$ cat src/rtl/pipeline_hazard_controller.sv
`default_nettype none
// ============================================================================
// Module      : pipeline_hazard_controller
// Description : Pipeline sequencing beside the EX stage of a five-stage core.
//               Converts taken branches, jumps, load-use hazards and data
//               memory wait requests into PC / pipeline-register load enables
//               and bubble-insert strobes. Keeps saturating branch, taken and
//               stall statistics counters for debug.
// Ports       : clk_i, reset_i            clock, synchronous active-high reset
//               control_hazard_i          branch taken (condition handler, EX)
//               branch_type_i[2:0]        EX branch type, 0 = not a branch
//               jump_ex_i                 JAL/JALR in EX
//               load_ex_i, ex_rd_i[4:0]   EX load flag and destination reg
//               id_rs1_i, id_rs2_i        ID source registers
//               id_use_rs1_i/_rs2_i       ID instruction reads that source
//               mem_busy_i                data memory not ready
//               cnt_clr_i                 clear statistics counters
//               pc_le_o, pc_sel_o         PC load enable / target select
//               ifid_le_o, idex_le_o,
//               exmem_le_o                pipeline register load enables
//               ifid_clr_o, idex_clr_o    bubble insert into IF/ID, ID/EX
//               branch_cnt_o, taken_cnt_o,
//               stall_cnt_o               statistics counters
// Revision    : 1.0 - initial release
// ============================================================================
module pipeline_hazard_controller #(
  parameter int HOLD_CYCLES = 2,
  parameter int CNT_W       = 16
) (
  input  logic             clk_i,
  input  logic             reset_i,
  input  logic             control_hazard_i,
  input  logic [2:0]       branch_type_i,
  input  logic             jump_ex_i,
  input  logic             load_ex_i,
  input  logic [4:0]       ex_rd_i,
  input  logic [4:0]       id_rs1_i,
  input  logic [4:0]       id_rs2_i,
  input  logic             id_use_rs1_i,
  input  logic             id_use_rs2_i,
  input  logic             mem_busy_i,
  input  logic             cnt_clr_i,
  output logic             pc_le_o,
  output logic             pc_sel_o,
  output logic             ifid_le_o,
  output logic             idex_le_o,
  output logic             exmem_le_o,
  output logic             ifid_clr_o,
  output logic             idex_clr_o,
  output logic [CNT_W-1:0] branch_cnt_o,
  output logic [CNT_W-1:0] taken_cnt_o,
  output logic [CNT_W-1:0] stall_cnt_o
);

  typedef enum logic [1:0] {
    S_HOLD     = 2'd0,
    S_RUN      = 2'd1,
    S_MEM_WAIT = 2'd2
  } state_t;

  localparam logic [3:0]       C_HOLD_INIT = 4'(HOLD_CYCLES - 1);
  localparam logic [CNT_W-1:0] C_CNT_MAX   = {CNT_W{1'b1}};

  state_t           state_q, state_d;
  logic [3:0]       hold_q, hold_d;
  logic [CNT_W-1:0] branch_cnt_q, branch_cnt_d;
  logic [CNT_W-1:0] taken_cnt_q, taken_cnt_d;
  logic [CNT_W-1:0] stall_cnt_q, stall_cnt_d;

  logic is_branch;
  logic branch_taken;
  logic redirect;
  logic load_use;
  logic active;
  logic stall_event;

  // A taken flag with branch_type 000 is noise from the condition handler.
  assign is_branch    = (branch_type_i != 3'b000);
  assign branch_taken = control_hazard_i & is_branch;
  assign redirect     = jump_ex_i | branch_taken;
  assign load_use     = load_ex_i & (ex_rd_i != 5'd0) &
                        ((id_use_rs1_i & (id_rs1_i == ex_rd_i)) |
                         (id_use_rs2_i & (id_rs2_i == ex_rd_i)));

  assign active       = (state_q != S_HOLD);
  // A load-use stall only really happens when no redirect overrides it.
  assign stall_event  = mem_busy_i | (load_use & ~redirect);

  function automatic logic [CNT_W-1:0] sat_inc(input logic [CNT_W-1:0] v);
    return (v == C_CNT_MAX) ? v : v + 1'b1;
  endfunction

  always_ff @(posedge clk_i) begin
    if (reset_i) begin
      state_q      <= S_HOLD;
      hold_q       <= C_HOLD_INIT;
      branch_cnt_q <= '0;
      taken_cnt_q  <= '0;
      stall_cnt_q  <= '0;
    end else begin
      state_q      <= state_d;
      hold_q       <= hold_d;
      branch_cnt_q <= branch_cnt_d;
      taken_cnt_q  <= taken_cnt_d;
      stall_cnt_q  <= stall_cnt_d;
    end
  end

  // Next state and zero-latency pipeline controls.
  always_comb begin
    state_d    = state_q;
    hold_d     = hold_q;
    pc_le_o    = 1'b0;
    pc_sel_o   = 1'b0;
    ifid_le_o  = 1'b0;
    idex_le_o  = 1'b0;
    exmem_le_o = 1'b0;
    ifid_clr_o = 1'b0;
    idex_clr_o = 1'b0;

    case (state_q)
      S_HOLD: begin
        ifid_clr_o = 1'b1;
        idex_clr_o = 1'b1;
        if (hold_q == 4'd0) begin
          state_d = S_RUN;
        end else begin
          hold_d = hold_q - 4'd1;
        end
      end

      S_RUN, S_MEM_WAIT: begin
        if (mem_busy_i) begin
          // Everything frozen; an EX redirect is re-evaluated once MEM frees.
          state_d = S_MEM_WAIT;
        end else begin
          state_d = S_RUN;
          if (redirect) begin
            pc_le_o    = 1'b1;
            pc_sel_o   = 1'b1;
            ifid_le_o  = 1'b1;
            idex_le_o  = 1'b1;
            exmem_le_o = 1'b1;
            ifid_clr_o = 1'b1;
            idex_clr_o = 1'b1;
          end else if (load_use) begin
            // Hold PC and IF/ID; let the load advance and bubble behind it.
            idex_le_o  = 1'b1;
            idex_clr_o = 1'b1;
            exmem_le_o = 1'b1;
          end else begin
            pc_le_o    = 1'b1;
            ifid_le_o  = 1'b1;
            idex_le_o  = 1'b1;
            exmem_le_o = 1'b1;
          end
        end
      end

      default: begin
        state_d = S_HOLD;
        hold_d  = C_HOLD_INIT;
      end
    endcase
  end

  // Statistics: branch/taken counted only when EX actually advances; stall
  // counted for every frozen memory cycle and every real load-use bubble.
  always_comb begin
    branch_cnt_d = branch_cnt_q;
    taken_cnt_d  = taken_cnt_q;
    stall_cnt_d  = stall_cnt_q;
    if (cnt_clr_i) begin
      branch_cnt_d = '0;
      taken_cnt_d  = '0;
      stall_cnt_d  = '0;
    end else if (active) begin
      if (!mem_busy_i && is_branch) begin
        branch_cnt_d = sat_inc(branch_cnt_q);
      end
      if (!mem_busy_i && branch_taken) begin
        taken_cnt_d = sat_inc(taken_cnt_q);
      end
      if (stall_event) begin
        stall_cnt_d = sat_inc(stall_cnt_q);
      end
    end
  end

  assign branch_cnt_o = branch_cnt_q;
  assign taken_cnt_o  = taken_cnt_q;
  assign stall_cnt_o  = stall_cnt_q;

endmodule
`default_nettype wire

$ cat config.mk
export PLATFORM = sky130hd
export DESIGN_NAME = pipeline_hazard_controller
export DESIGN_NICKNAME = d
export VERILOG_FILES = /design/src/rtl/pipeline_hazard_controller.sv
export SDC_FILE = /design/constraint.sdc
export NUM_CORES = 1
export LEC_CHECK = 0
export ABC_AREA = 1
export CAP_MARGIN = 20
export CORE_MARGIN = 1.5
export CORE_UTILIZATION = 40
export CTS_CLUSTER_DIAMETER = 60
export DETAILED_ROUTE_END_ITERATION = 8
export GPL_ROUTABILITY_DRIVEN = 0
export PLACE_DENSITY = 0.67
export SYNTH_ARGS = -nofsm -noshare
export SYNTH_HDL_FRONTEND = slang
export SYNTH_SLANG_ARGS = --single-unit
$ cat constraint.sdc
create_clock -name clk_i -period 2 [get_ports clk_i]
set_clock_uncertainty 0.05 [all_clocks]
set_input_delay 0.3 -clock clk_i [delete_from_list [all_inputs] [get_ports clk_i]]
set_output_delay 0.3 -clock clk_i [all_outputs]
set_load 0.01 [all_outputs]
After elaboration in Yosys (flattened, before gate mapping)

Index checks and enable logic that the tools add are counted.

Register bits: 54
Output and inout bits: 55

Add/sub/neg operators: 4
Equality and inequality tests: 9
Muxes and demuxes: 19
Bitwise gates (word level): 14
Reductions and logical operators: 14

Operators by type and width:

| cell                  | number |
|---|---|
| $add 16x1->16 const B | 3 |
| $eq 16x16->1 const B  | 3 |
| $mux 1                | 12 |
| $eq 5x5->1            | 2 |
| $reduce_and 3->1      | 3 |
| $pmux 4 s2            | 1 |
| $and 1x1->1           | 6 |
| $not 1->1             | 5 |
| $reduce_bool 5->1     | 1 |
| $logic_not 4->1       | 1 |
| $mux 2                | 2 |
| $mux 4                | 1 |
| $ne 2x2->1 const B    | 2 |
| $pmux 1 s2            | 2 |
| $pmux 2 s2            | 1 |
| $reduce_or 2->1       | 2 |
| $sub 4x1->4 const B   | 1 |
| $or 1x1->1            | 3 |
| $reduce_bool 3->1     | 1 |
| $eq 2x1->1 const B    | 1 |
| $eq 2x2->1 const B    | 1 |
| $logic_and 1x1->1     | 2 |
| $logic_not 2->1       | 1 |
| $reduce_and 2->1      | 1 |
| 2 further kinds       | 2 |

Depth between registers and ports, before layout

Depth after elaboration: 8
Gate-level depth with buffers: 12

Worst setup path before layout

Ideal clock, no wire load.

Kind: reg2out
Start: register state_q[0]
End: output idex_clr_o
Arrival: 1.593 ns
Required time: 1.650 ns
Setup slack: 0.057 ns
Cell stages (with the launch flop): 9
Buffers on the path: 0
Cells stage by stage: dfxtp_1 inv_1 ha_1 inv_1 nor2_1 inv_1 nor2_1 o21bai_1 o21ai_0

Word-level cells in the longest chain between the ends: 3
Elaborated cells between the ends (all ways): 5
Those cells by class: eq/ne: 2; mux: 1; reduce/logical: 2

Ends and longest elaborated chain:

| what                                            | line | RTL |
|---|---|---|
| from (decl)                                     | 64   | `state_t state_q, state_d;` |
| from (signal assigned)                          | 101  | `state_q <= state_d;` |
| $eq 2x1->1 / $eq 2x2->1 (equally long branches) | 121  | `case (state_q)` |
| $reduce_or 2->1                                 | 121  |  |
| $pmux 1 s2 (*)                                  | 121  |  |
| to (decl)                                       | 49   | `output logic idex_clr_o,` |

Every way passes the cells marked *; elsewhere a longest branch is shown, timed or not.

Worst setup path after layout

Start: register state_q[0]
End: output ifid_clr_o

Word-level cells in the longest chain between the ends: 3
Elaborated cells between the ends (all ways): 5
Those cells by class: eq/ne: 2; mux: 1; reduce/logical: 2

Ends and longest elaborated chain:

| what                                            | line | RTL |
|---|---|---|
| $eq 2x1->1 / $eq 2x2->1 (equally long branches) | 121  |  |
| $reduce_or 2->1                                 | 121  |  |
| $pmux 1 s2 (*)                                  | 121  |  |
| to (decl)                                       | 48   | `output logic ifid_clr_o,` |

Marks and branches as above.

==> reports/metrics.yaml <==
route:
  first_pass_iters: 6
  wl_um: 7837
  drcViolationCount: 0
  num_vias: 3433
  drt_iter0_markers: 108
  vias_per_cell: 4.815
  detail_route.wl_per_cell_um: 10.99
  ant_nets: 0
floorplanning:
  std_cell_rows: 32
  die_y_um: 93.69
  start_util_pct: 41.92
  core_um2: 7848
  io_pins: 82
  dieArea_um2: 8777
  fp.dieW_um: 93.69
final_layout:
  instances_no_fill: 713
  final_cell_mix: "nand2_1, nor2_1, clkdlybuf4s50_1"
  drive_gt1_share_pct: 15.06
  area_growth_syn_to_layout_pct: 36.59
  layout_commonest_cell: "nand2_1"
  diodes: 0
  finalNetCount: 644
  stdcell_area_um2: 4493
global_route:
  grt_overflow: 0
  antenna_found_initial: 0
  grtUsageMet1_pct: 22.76
  grt_first_pass_wirelength_um: 13300
  grt_max_degree: 33
  grt_pass1_vias: 3155
  grt_usage_pct: 18.28
  busiest_layer: "met2"
  grt_use_met3_pct: 3.074
  grtUsageMet2_pct: 32.79
sta:
  period_needed_ns: 1.932
  rsz0062_at_grt: "true"
  setup_viol: 0
  tightest_slew_ns: 0.3957
  finalHoldViolCount: 0
  fmax_ghz: 0.5175
  whs_ns: 0.4177
  tns_ns: 0
  maxSlewViolCount: 0
  period_share_pct: 96.61
  relSlewSlack_pct: 73.34
logic_synthesis:
  syn_nets: 542
  ys.flop_type: "dfxtp_1"
  syn_area_per_cell_um2: 6.475
  seq_area_frac_synth_pct: 32.86
  syn_area_um2: 3289
  synth_seq_cells: 54
  synth-edff-count: 0
  synth-compound-area-share_pct: 12.10
  synth_simple_gate_area_share_pct: 38.95
  synth_fa_ha_area_share_pct: 2.663
  synth_xor_area_share_pct: 2.663
  async_reset_ff_share_pct: 0
  yosysWarnings: 0
  synth_cell_types: 35
  synthMuxAreaShare_pct: 0
  synthCells: 508
  synth_top_family_by_area: "simple AND/OR/NAND/NOR gates"
min_path:
  hold_path_class: "flop to flop"
worst_setup_path:
  crit_path_start_kind: "flop"
  arrival_ns: 1.58
  reg2reg_slack_ns: 0.23
  crit_fanout: 2
  path_class: "flop to primary output"
  critPathCaptureType: "primary output"
  cp.required_ns: 1.65
pwr:
  total_power_w: 0.002870
  ir_drop_mv: 0.3047
  p_leak_nw: 1.666
  cellPowerDensity_nw_per_um2: 638.7
cts:
  clockRootBuffer: "clkbuf_8"
  cts.hold.buffers_added: 0
  insertion_delay_ns: 0.31
  clk_pin_slew_ns: 0.10
  tritoncts: "done"
  ctsLongestPathBuffers: 2
  cts.sinks: 54
  cts_buffers: 5
  cts.htree.levels: 2
placement:
  dp.cells: 702
  dpl.hpwl_um: 6020
  portBuffers: 81
  postPlaceCellArea_um2: 4348
run_status:
  status: "completed"
flow_run:
  drv_cap: 0
[synthesized netlist by cell type, types with 2 or more instances]
master | instances | area share, %
a21oi_1 | 39 | 5.9
a21oi_2 | 9 | 2.4
buf_4 | 6 | 1.4
clkbuf_1 | 3 | 0.34
dfxtp_1 | 54 | 33
ha_1 | 7 | 2.7
inv_1 | 64 | 7.3
inv_2 | 4 | 0.46
nand2_1 | 118 | 13
nand2_2 | 14 | 2.7
nand3_1 | 42 | 6.4
nand3_2 | 3 | 0.91
nand3b_1 | 3 | 0.68
nand4_1 | 6 | 1.1
nor2_1 | 74 | 8.4
nor3_1 | 16 | 2.4
nor3_2 | 2 | 0.61
o21ai_0 | 17 | 2.6
o21ai_1 | 3 | 0.46
xnor2_1 | 4 | 1.1
xor2_1 | 6 | 1.6
[final timing paths]
kind	endpoint	depth (start not counted)	from
min	branch_cnt_o[4]$_SDFFE_PP0P_	2	branch_cnt_o[4]$_SDFFE_PP0P_
max	ifid_clr_o	10	state_q[0]$_SDFFE_PP0P_
max reg2reg	taken_cnt_o[11]$_SDFFE_PP0P_	7	taken_cnt_o[0]$_SDFFE_PP0P_
min reg2reg	branch_cnt_o[4]$_SDFFE_PP0P_	2	branch_cnt_o[4]$_SDFFE_PP0P_
[routing by layer]
layer	vias up	part of all wire [%]
met2	71	47
met5	-	0
met3	6	5.3
met4	0	0.71
li1	1829	-
met1	1527	47
[logic make-up (layout without fill, tap and decap cells)]
group | count (synthesis) | after routing
AND/OR/NAND/NOR | 285 | 285
AO/OA/AOI/OAI | 71 | 71
flip-flops | 54 | 54
buffers and inverters | 81 | 184
adder cells (fa/ha/maj) | 7 | 7
XOR/XNOR | 10 | 10
[where the power goes]
group	leakage, nW	switching [W]	internal [W]
clock network	0.0544	0.000362	0.000318
registers	0.437	0.0000343	0.00114
logic	1.17	0.000544	0.000475
[through the flow]
step | setup slack, ns | util, %
5_1_grt | -0.02472 | 57.25
4_1_cts | -0.08923 | 56.97
2_1_floorplan | 0.05720 | -
6_report | 0.06773 | 57.25
3_5_place_dp | -0.3731 | 55.41
3_3_place_gp | -0.3408 | 55.41
[sequential cells by signal (all words and copies together) (netlist names)]
signal	count
branch_cnt_o	16
hold_q	4
stall_cnt_o	16
state_q	2
taken_cnt_o	16
[cell type report]
cell class | count | area, um2
clock buffers | 7 | 96.34
clock inverters | 1 | 8.758
fillers | 822 | 3354
inverters | 69 | 261.5
multi-input cells | 373 | 1892
flip-flops and latches | 54 | 1084
well taps | 102 | 127.6
repair buffers | 107 | 1023
[critical path, cell delays in order (launching register included)]
cell and delay [ns]:
dfxtp_2 0.34, inv_1 0.06, ha_4 0.26, inv_2 0.04, nor2_4 0.08, inv_2 0.04, nor2_2 0.11, o21bai_1 0.09
buf_4 0.14, inv_2 0.04, buf_6 0.09
[timing repair]
action | 4_1_cts | 5_1_grt
gates resized for setup | 23 | 21
setup endpoints to repair | 7 | 5
buffers inserted | 2 | 1
pin swaps | 5 | 5
No activity file was read; power rests on OpenSTA's default activity.
